[src/rtl/exe_mdu_pkg.sv]
// Shared constants for the EXE-stage multiply/divide unit: op bit indices,
// FSM state encoding and reset values.
package exe_mdu_pkg;

    // One-hot op vector bit positions
    localparam int MDU_MULT  = 0;
    localparam int MDU_MULTU = 1;
    localparam int MDU_DIV   = 2;
    localparam int MDU_DIVU  = 3;
    localparam int MDU_MFHI  = 4;
    localparam int MDU_MFLO  = 5;
    localparam int MDU_MTHI  = 6;
    localparam int MDU_MTLO  = 7;
    localparam int MDU_OP_W  = 8;

    typedef enum logic [1:0] {
        ST_IDLE = 2'd0,
        ST_MUL  = 2'd1,
        ST_DIV  = 2'd2,
        ST_DONE = 2'd3
    } mdu_state_e;

    // Reset values
    localparam mdu_state_e            INI_STATE = ST_IDLE;
    localparam logic [MDU_OP_W-1:0]   INI_OP    = '0;

    // State an accepted op enters: MF/MT (and empty ops) complete at once
    function automatic mdu_state_e op_entry_state(input logic [MDU_OP_W-1:0] op);
        if (op[MDU_MULT] | op[MDU_MULTU])
            return ST_MUL;
        else if (op[MDU_DIV] | op[MDU_DIVU])
            return ST_DIV;
        else
            return ST_DONE;
    endfunction

endpackage

[src/rtl/mdu_div_iter.sv]
// Iterative restoring divider. Cycle 0 takes operand magnitudes, cycles
// 1..XLEN produce one quotient bit each. Results hold until the next start.
module mdu_div_iter #(
    parameter int XLEN = 32
) (
    input  logic            clk,
    input  logic            rst_n,
    input  logic            abort,
    input  logic            start,
    input  logic            is_signed,
    input  logic [XLEN-1:0] dividend,
    input  logic [XLEN-1:0] divisor,
    output logic            done,
    output logic [XLEN-1:0] quotient,
    output logic [XLEN-1:0] remainder
);

    localparam int CNT_W = $clog2(XLEN + 1);
    localparam logic [CNT_W-1:0] LAST_CNT = CNT_W'(XLEN);

    logic             busy_reg;
    logic [CNT_W-1:0] cnt_reg;
    logic             signed_reg;
    logic [XLEN-1:0]  a_reg;
    logic [XLEN-1:0]  b_reg;
    logic             neg_q_reg;
    logic             neg_r_reg;
    logic [XLEN-1:0]  rem_reg;
    logic [XLEN-1:0]  quo_reg;
    logic [XLEN-1:0]  dvs_reg;

    logic             a_neg;
    logic             b_neg;
    logic [XLEN:0]    shifted;
    logic [XLEN:0]    diff;

    assign a_neg   = signed_reg & a_reg[XLEN-1];
    assign b_neg   = signed_reg & b_reg[XLEN-1];
    assign shifted = {rem_reg, quo_reg[XLEN-1]};
    assign diff    = shifted - {1'b0, dvs_reg};
    assign done    = busy_reg & (cnt_reg == LAST_CNT);

    // Divide by zero bypasses the sign fix: all-ones quotient, raw dividend
    assign quotient  = (b_reg == '0) ? '1    : (neg_q_reg ? -quo_reg : quo_reg);
    assign remainder = (b_reg == '0) ? a_reg : (neg_r_reg ? -rem_reg : rem_reg);

    // Operand capture, magnitude setup and one restoring step per cycle
    always_ff @(posedge clk or negedge rst_n) begin
        if (!rst_n) begin
            busy_reg   <= 1'b0;
            cnt_reg    <= '0;
            signed_reg <= 1'b0;
            a_reg      <= '0;
            b_reg      <= '0;
            neg_q_reg  <= 1'b0;
            neg_r_reg  <= 1'b0;
            rem_reg    <= '0;
            quo_reg    <= '0;
            dvs_reg    <= '0;
        end else if (start) begin
            busy_reg   <= 1'b1;
            cnt_reg    <= '0;
            signed_reg <= is_signed;
            a_reg      <= dividend;
            b_reg      <= divisor;
        end else if (abort) begin
            busy_reg   <= 1'b0;
        end else if (busy_reg) begin
            cnt_reg <= cnt_reg + CNT_W'(1);
            if (cnt_reg == '0) begin
                quo_reg   <= a_neg ? -a_reg : a_reg;
                dvs_reg   <= b_neg ? -b_reg : b_reg;
                rem_reg   <= '0;
                neg_q_reg <= a_neg ^ b_neg;
                neg_r_reg <= a_neg;
            end else begin
                if (!diff[XLEN]) begin
                    rem_reg <= diff[XLEN-1:0];
                    quo_reg <= {quo_reg[XLEN-2:0], 1'b1};
                end else begin
                    rem_reg <= shifted[XLEN-1:0];
                    quo_reg <= {quo_reg[XLEN-2:0], 1'b0};
                end
                if (cnt_reg == LAST_CNT)
                    busy_reg <= 1'b0;
            end
        end
    end

endmodule

[src/rtl/exe_mdu.sv]
// EXE-stage multiply/divide unit with valid/allowin handshake. HI/LO are
// architectural and only change when a result is handed downstream.
module exe_mdu
    import exe_mdu_pkg::*;
#(
    parameter int XLEN       = 32,
    parameter int MUL_STAGES = 2
) (
    input  logic                clk,
    input  logic                rst_n,
    input  logic                flush_in,
    input  logic                in_valid,
    output logic                in_allowin,
    input  logic [MDU_OP_W-1:0] op_in,
    input  logic [XLEN-1:0]     src0_in,
    input  logic [XLEN-1:0]     src1_in,
    output logic                out_valid,
    input  logic                out_allowin,
    output logic [XLEN-1:0]     rdata_out,
    output logic                busy_out,
    output logic [XLEN-1:0]     hi_out,
    output logic [XLEN-1:0]     lo_out
);

    mdu_state_e          state_reg, state_next;
    logic [2:0]          mul_cnt_reg;
    logic [MDU_OP_W-1:0] op_reg;
    logic [XLEN-1:0]     src0_reg, src1_reg;
    logic [XLEN-1:0]     hi_reg, lo_reg;
    logic [XLEN-1:0]     hi_next, lo_next;
    logic                accept, handoff;
    logic                mul_signed;
    logic [2*XLEN-1:0]   mul_ext0, mul_ext1, mul_prod, mul_result;
    logic                div_done;
    logic [XLEN-1:0]     div_quo, div_rem;

    assign in_allowin = (state_reg == ST_IDLE) | ((state_reg == ST_DONE) & out_allowin);
    assign out_valid  = (state_reg == ST_DONE);
    assign busy_out   = (state_reg == ST_MUL) | (state_reg == ST_DIV);
    assign accept     = in_valid & in_allowin & ~flush_in;
    assign handoff    = out_valid & out_allowin & ~flush_in;
    assign hi_out     = hi_reg;
    assign lo_out     = lo_reg;

    // HI/LO are stable during DONE, so reads need no bypass
    assign rdata_out = !out_valid          ? '0     :
                       op_reg[MDU_MFHI]    ? hi_reg :
                       op_reg[MDU_MFLO]    ? lo_reg : '0;

    // Next state: flush wins, then accept (also covers accept during handoff)
    always_comb begin
        state_next = state_reg;
        if (flush_in) begin
            state_next = ST_IDLE;
        end else if (accept) begin
            state_next = op_entry_state(op_in);
        end else begin
            case (state_reg)
                ST_MUL:  if (mul_cnt_reg == 3'(MUL_STAGES - 1)) state_next = ST_DONE;
                ST_DIV:  if (div_done) state_next = ST_DONE;
                ST_DONE: if (handoff) state_next = ST_IDLE;
                default: state_next = state_reg;
            endcase
        end
    end

    // State register, op/operand capture and multiply latency counter
    always_ff @(posedge clk or negedge rst_n) begin
        if (!rst_n) begin
            state_reg   <= INI_STATE;
            op_reg      <= INI_OP;
            src0_reg    <= '0;
            src1_reg    <= '0;
            mul_cnt_reg <= '0;
        end else begin
            state_reg <= state_next;
            if (accept) begin
                op_reg      <= op_in;
                src0_reg    <= src0_in;
                src1_reg    <= src1_in;
                mul_cnt_reg <= '0;
            end else if (state_reg == ST_MUL) begin
                mul_cnt_reg <= mul_cnt_reg + 3'd1;
            end
        end
    end

    // Multiplier: sign-extend to full width so one '*' serves MULT and MULTU
    assign mul_signed = op_reg[MDU_MULT];
    assign mul_ext0   = {{XLEN{mul_signed & src0_reg[XLEN-1]}}, src0_reg};
    assign mul_ext1   = {{XLEN{mul_signed & src1_reg[XLEN-1]}}, src1_reg};
    assign mul_prod   = mul_ext0 * mul_ext1;

    genvar gi;
    for (gi = 0; gi < MUL_STAGES; gi++) begin : g_mul
        logic [2*XLEN-1:0] stage_q;
        if (gi == 0) begin : g_first
            // First retiming stage captures the raw product while in MUL
            always_ff @(posedge clk or negedge rst_n) begin
                if (!rst_n)
                    stage_q <= '0;
                else if (state_reg == ST_MUL)
                    stage_q <= mul_prod;
            end
        end else begin : g_rest
            // Later stages shift only in MUL so DONE holds the product
            always_ff @(posedge clk or negedge rst_n) begin
                if (!rst_n)
                    stage_q <= '0;
                else if (state_reg == ST_MUL)
                    stage_q <= g_mul[gi-1].stage_q;
            end
        end
    end
    assign mul_result = g_mul[MUL_STAGES-1].stage_q;

    mdu_div_iter #(.XLEN(XLEN)) u_div (
        .clk       (clk),
        .rst_n     (rst_n),
        .abort     (flush_in),
        .start     (accept & (op_in[MDU_DIV] | op_in[MDU_DIVU])),
        .is_signed (op_in[MDU_DIV]),
        .dividend  (src0_in),
        .divisor   (src1_in),
        .done      (div_done),
        .quotient  (div_quo),
        .remainder (div_rem)
    );

    // Commit values: unchanged unless the result is handed off this cycle
    always_comb begin
        hi_next = hi_reg;
        lo_next = lo_reg;
        if (handoff) begin
            if (op_reg[MDU_MULT] | op_reg[MDU_MULTU]) begin
                hi_next = mul_result[2*XLEN-1:XLEN];
                lo_next = mul_result[XLEN-1:0];
            end else if (op_reg[MDU_DIV] | op_reg[MDU_DIVU]) begin
                hi_next = div_rem;
                lo_next = div_quo;
            end else begin
                if (op_reg[MDU_MTHI]) hi_next = src0_reg;
                if (op_reg[MDU_MTLO]) lo_next = src0_reg;
            end
        end
    end

    // Architectural HI/LO registers
    always_ff @(posedge clk or negedge rst_n) begin
        if (!rst_n) begin
            hi_reg <= '0;
            lo_reg <= '0;
        end else begin
            hi_reg <= hi_next;
            lo_reg <= lo_next;
        end
    end

endmodule

[config.mk]
export PLATFORM = sky130hd
export DESIGN_NAME = exe_mdu
export DESIGN_NICKNAME = d
export VERILOG_FILES = /design/src/rtl/exe_mdu_pkg.sv /design/src/rtl/mdu_div_iter.sv /design/src/rtl/exe_mdu.sv
export SDC_FILE = /design/constraint.sdc
export NUM_CORES = 2
export LEC_CHECK = 0
export ABC_AREA = 1
export CAP_MARGIN = 0
export CORE_MARGIN = 5
export CORE_UTILIZATION = 45
export DETAILED_ROUTE_END_ITERATION = 6
export PLACE_DENSITY = 0.61
export SYNTH_ARGS = -nofsm -noshare
export SYNTH_HDL_FRONTEND = slang
export SYNTH_SLANG_ARGS = --single-unit
[constraint.sdc]
create_clock -name clk -period 20.6 [get_ports clk]
set_input_delay 4.12 -clock clk [delete_from_list [all_inputs] [get_ports clk]]
set_output_delay 4.12 -clock clk [all_outputs]
set_load 0.02 [all_outputs]
; Yosys cells after proc, flatten, opt, wreduce, memory -nomap -nowiden
; Cells that the tools add are included.
[classes]
n_addsub = 7
mul = 1
eq_ne = 9
n_mux = 37
bitwise_logic = 19
n_reduce_logical = 14
[ops]
columns = op, n
row1 = 32-bit two-way mux, 18
row2 = 32-bit negator, 4
row3 = 33-bit by 33-bit multiplier with 64-bit output, 1
row4 = 33-bit by 32-bit subtractor with 33-bit output, 1
row5 = 32-bit zero test, 1
row6 = 6-bit two-way mux, 3
row7 = 2-bit two-way mux, 6
row8 = 1-bit bitwise AND, 10
row9 = 4-bit != test (second input constant), 2
row10 = 4-bit AND reduction, 2
row11 = 1-bit two-way mux, 7
row12 = 6-bit by 1-bit adder with 6-bit output (second input constant), 1
row13 = 6-bit equality test (second input constant), 1
row14 = 6-bit zero test, 1
row15 = 3-bit two-way mux, 2
row16 = 1-bit bitwise OR, 6
row17 = 2-bit one-hot mux with 3 select lines, 1
row18 = 2-bit AND reduction, 3
row19 = 3-bit nonzero test, 2
row20 = 5-bit nonzero test, 1
row21 = 2-bit equality test (second input constant), 2
row22 = 4-bit by 2-bit != test with 1-bit output (second input constant), 1
row23 = 2-bit nonzero test, 2
row24 = 3-bit by 1-bit adder with 3-bit output (second input constant), 1
row25 = 7 further kinds, 8
[word_totals]
regBits = 439
input_bits = 77
output_inout_bits = 99

; Depth between registers and ports, before layout
[logic_depth]
depth_word = 8
mapped_depth = 35

; Hierarchy
; A second synthesis with hierarchy kept.
[unflattened]
cells_unflattened = 8734
hier_area_um2 = 65405.2
[by_module_without_submodules]
columns = module, instances, cells_each, area_per_inst_um2, seq_area_each_um2
row1 = exe_mdu, 1, 6574, 51774.7, 6731.5
row2 = mdu_div_iter, 1, 2160, 13630.6, 4254.1

; Least setup slack after synthesis
; No wires, ideal clock.
[synth_timing]
path_kind = input port to output port
startpoint = input port out_allowin
endpoint = output port in_allowin
arrival_ps = 4373
required_ps = 16480
path_slack_ps = 12107
cell_stages = 2
path_buffers = 0
cell_sequence = nand2_1 nand2_1
[synth_between]
elab_chain_cells = 2
[synth_lines]
columns = item, line_no
row1 = from (decl), exe_mdu.sv:18  ; input logic out_allowin,
row2 = 1-bit bitwise AND, exe_mdu.sv:37  ; assign in_allowin = (state_reg == ST_IDLE) | ((state_reg == ST_DONE) & out_allowin);
row3 = 1-bit bitwise OR, exe_mdu.sv:37
row4 = to (decl), exe_mdu.sv:13  ; output logic in_allowin,
; No other way between the ends.

; Worst setup path after layout
; Ends and elaborated chain as after synthesis.

==> key figures <==
Status
  – Status: completed

Floorplan
  – Num rows: 139
  – Die height: 390 um
  – Die area: 152000 um^2
  – Width of the chip: 390 um
  – Core Area: 143000 um^2
  – IO Count: 176
  – Initial Util: 45.3%

Route
  – Residual DRC count: 0
  – Vias: 54900
  – Via-to-Cell Ratio: 5.25
  – Post-DRT Antenna Nets: 0
  – Drt pass-1 iters: 7
  – 1st-iter DRT viols: 4472
  – Final WL: 223000 um
  – Drt wl/cell: 21.3 um

Global route
  – Total global routing overflow: 0
  – Grt met1 use: 38.9%
  – Initial antenna violation count: 3
  – Met3 Use GR: 4.00%
  – Largest net degree at the start of global routing: 166
  – Met2 Resource Use GR: 48.9%
  – Global-route wire length before repair: 343000 um
  – GRT Overall Usage: 29.4%
  – Gr busiest metal: met2
  – Number of global-route vias before repair: 57600

Timing
  – Fmax: 106 MHz
  – TNS Setup: 0 ns
  – Period utilisation layout: 46.0%
  – Fin worst setup slack: 11.13 ns
  – Max Clock Skew: 0.0518 ns
  – Max Slew Vio Count: 0
  – Final setup violation count: 0
  – Worst-Margin Slew: 1.26 ns
  – Final min period: 9.47 ns
  – Max-slew headroom at the worst pin: 16.3%
  – RSZ-0062 raised after global routing: no
  – Hold Fails Final Rpt: 0

Clocking
  – Post-CTS Hold Buffers: 0
  – Clock Latency Late Sink: 0.64 ns
  – Root Driver: clkbuf_16
  – Clock buffer depth: 3
  – Clk sinks: 439
  – Clk pin slew, worst setup/hold paths: 0.06 ns
  – Post-CTS Setup Inserts: 0
  – CTS tree: done
  – CTS Buf Count: 51
  – H-tree depth: 2
  – PostCTS Resize Cnt: 0

Flow run
  – Max-Cap Viols: 0

Finish
  – Max reg flops: 128
  – Fillers: 14400
  – Most flops, register: g_mul.stage_q
  – Cell Count, Final, Fillers Out: 10400
  – Commonest non-fill, non-tap cell in the layout: nand2_1
  – Final core occ: 48.8%
  – Area growth from synthesis to layout: 7.84%
  – Most frequent cells in the layout: 2555 x nand2_1, 2024 x inv_1, 1126 x fa_1
  – Share of cells above drive strength 1: 2.88%
  – Nets: 9961

Synth
  – Sequential area share after synthesis: 16.9%
  – Synthesized flop and latch total: 439
  – Mapped Cells: 8597
  – Synth Net Count: 10100
  – Synth warnings: 0
  – Post-synth top area share: 34.7%
  – Post-Syn Area: 65000 um^2
  – Leading area contributor after synthesis: fa_1
  – Top cells by area, synth: fa_1 35%, dfrtp_1 17%, nand2_1 15%
  – Synth unique cells: 50
  – Syn avg cell area: 7.56 um^2

Worst setup path
  – CP arrival: 5.35 ns
  – CP startpoint kind: primary input
  – Critical path type: in2out
  – CP required: 16.48 ns
  – Crit-path max FO: 3
  – CP Capture Type: primary output

Hold path
  – Worst min-delay path category: reg2reg

Placement
  – Placed cells: 10400
  – GP Congestion: 0.974
  – PortBufs: 175
  – Pre-CTS setup slack: 11.12 ns
  – Dpl hpwl: 174000 um
==> cell type report <==
cell class              instances  area [um^2]  area share [%]
clock inverters                29          430           0.614
flip-flops and latches        439        11000            15.7
multi-input cells            5707        44700            63.8
diodes                          2         5.00         0.00714
repair buffers                266         2450            3.50
well taps                    1903         2380            3.40
clock buffers                  66         1420            2.03
inverters                    2037         7650            10.9
==> worst paths after layout <==
| check | from | end | slack [ns] | cells past startpoint |
|---|---|---|---|---|
| setup / recovery | out_allowin | in_allowin | 11.13 | 4 |
| hold / removal | g_mul[0].stage_q[1] | g_mul[0].stage_q[1] | 0.47 | 2 |
| setup reg to reg | op_reg[0] | g_mul[0].stage_q[63] | 11.71 | 27 |
| hold reg to reg | g_mul[0].stage_q[1] | g_mul[0].stage_q[1] | 0.47 | 2 |
| max in group asynchronous | rst_n | g_mul[0].stage_q[54] | 13.26 | 5 |
| min in group asynchronous | rst_n | u_div.dvs_reg[20] | 3.50 | 1 |
==> metrics by stage <==
| step | hold slack [ns] | area (um^2) |
|---|---|---|
| 5_1_grt | 0.481 | 70100 |
| 4_1_cts | 0.475 | 70100 |
| 3_5_place_dp | 0.459 | 68200 |
| 6_report | 0.474 | 70100 |
| 2_1_floorplan | 0.437 | 65000 |
| 3_3_place_gp | 0.452 | 68200 |
==> metal layers <==
| metal | part of all wire, % | vias up |
|---|---|---|
| met3 | 6.9 | 473 |
| met2 | 47 | 2090 |
| li1 | - | 25000 |
| met1 | 41 | 27400 |
| met4 | 5.2 | 0 |
| met5 | 0 | - |
==> synth_stat cells (all sizes together) <==
master / n
a21boi: 4
a21o: 5
a21oi: 273
a22oi: 1
a31oi: 13
and2: 3
and3: 1
buf: 52
clkbuf: 362
clkinv: 3
dfrtp: 439
fa: 1126
ha: 256
inv: 2034
nand2: 2561
nand3: 325
nand3b: 12
nand4: 66
nor2: 414
nor3: 38
nor4: 10
o211ai: 16
o21a: 3
o21ai: 389
o21bai: 29
o221ai: 17
o22ai: 13
o31ai: 1
or2: 18
xnor2: 43
xor2: 70
==> logic make-up (layout without fill, tap and decap cells) <==
logic type	Yosys count	count (layout)	synth area share (%)
AND/OR/NAND/NOR	3448	3448	21.3
buffers and inverters	2451	2398	14.3
adder cells (fa/ha/maj)	1382	1382	39.6
AO/OA/AOI/OAI	764	764	6.31
flip-flops	439	439	16.9
XOR/XNOR	113	113	1.52
other	0	2	0
==> critical path, stage by stage <==
cell,delay [ns]
clkdlybuf4s50_1,0.45
nand2_1,0.08
nand2_1,0.09
clkdlybuf4s50_1,0.61
Power is not shown: default switching activity piles up to over one toggle a cycle in this logic, so the estimate is an artifact.
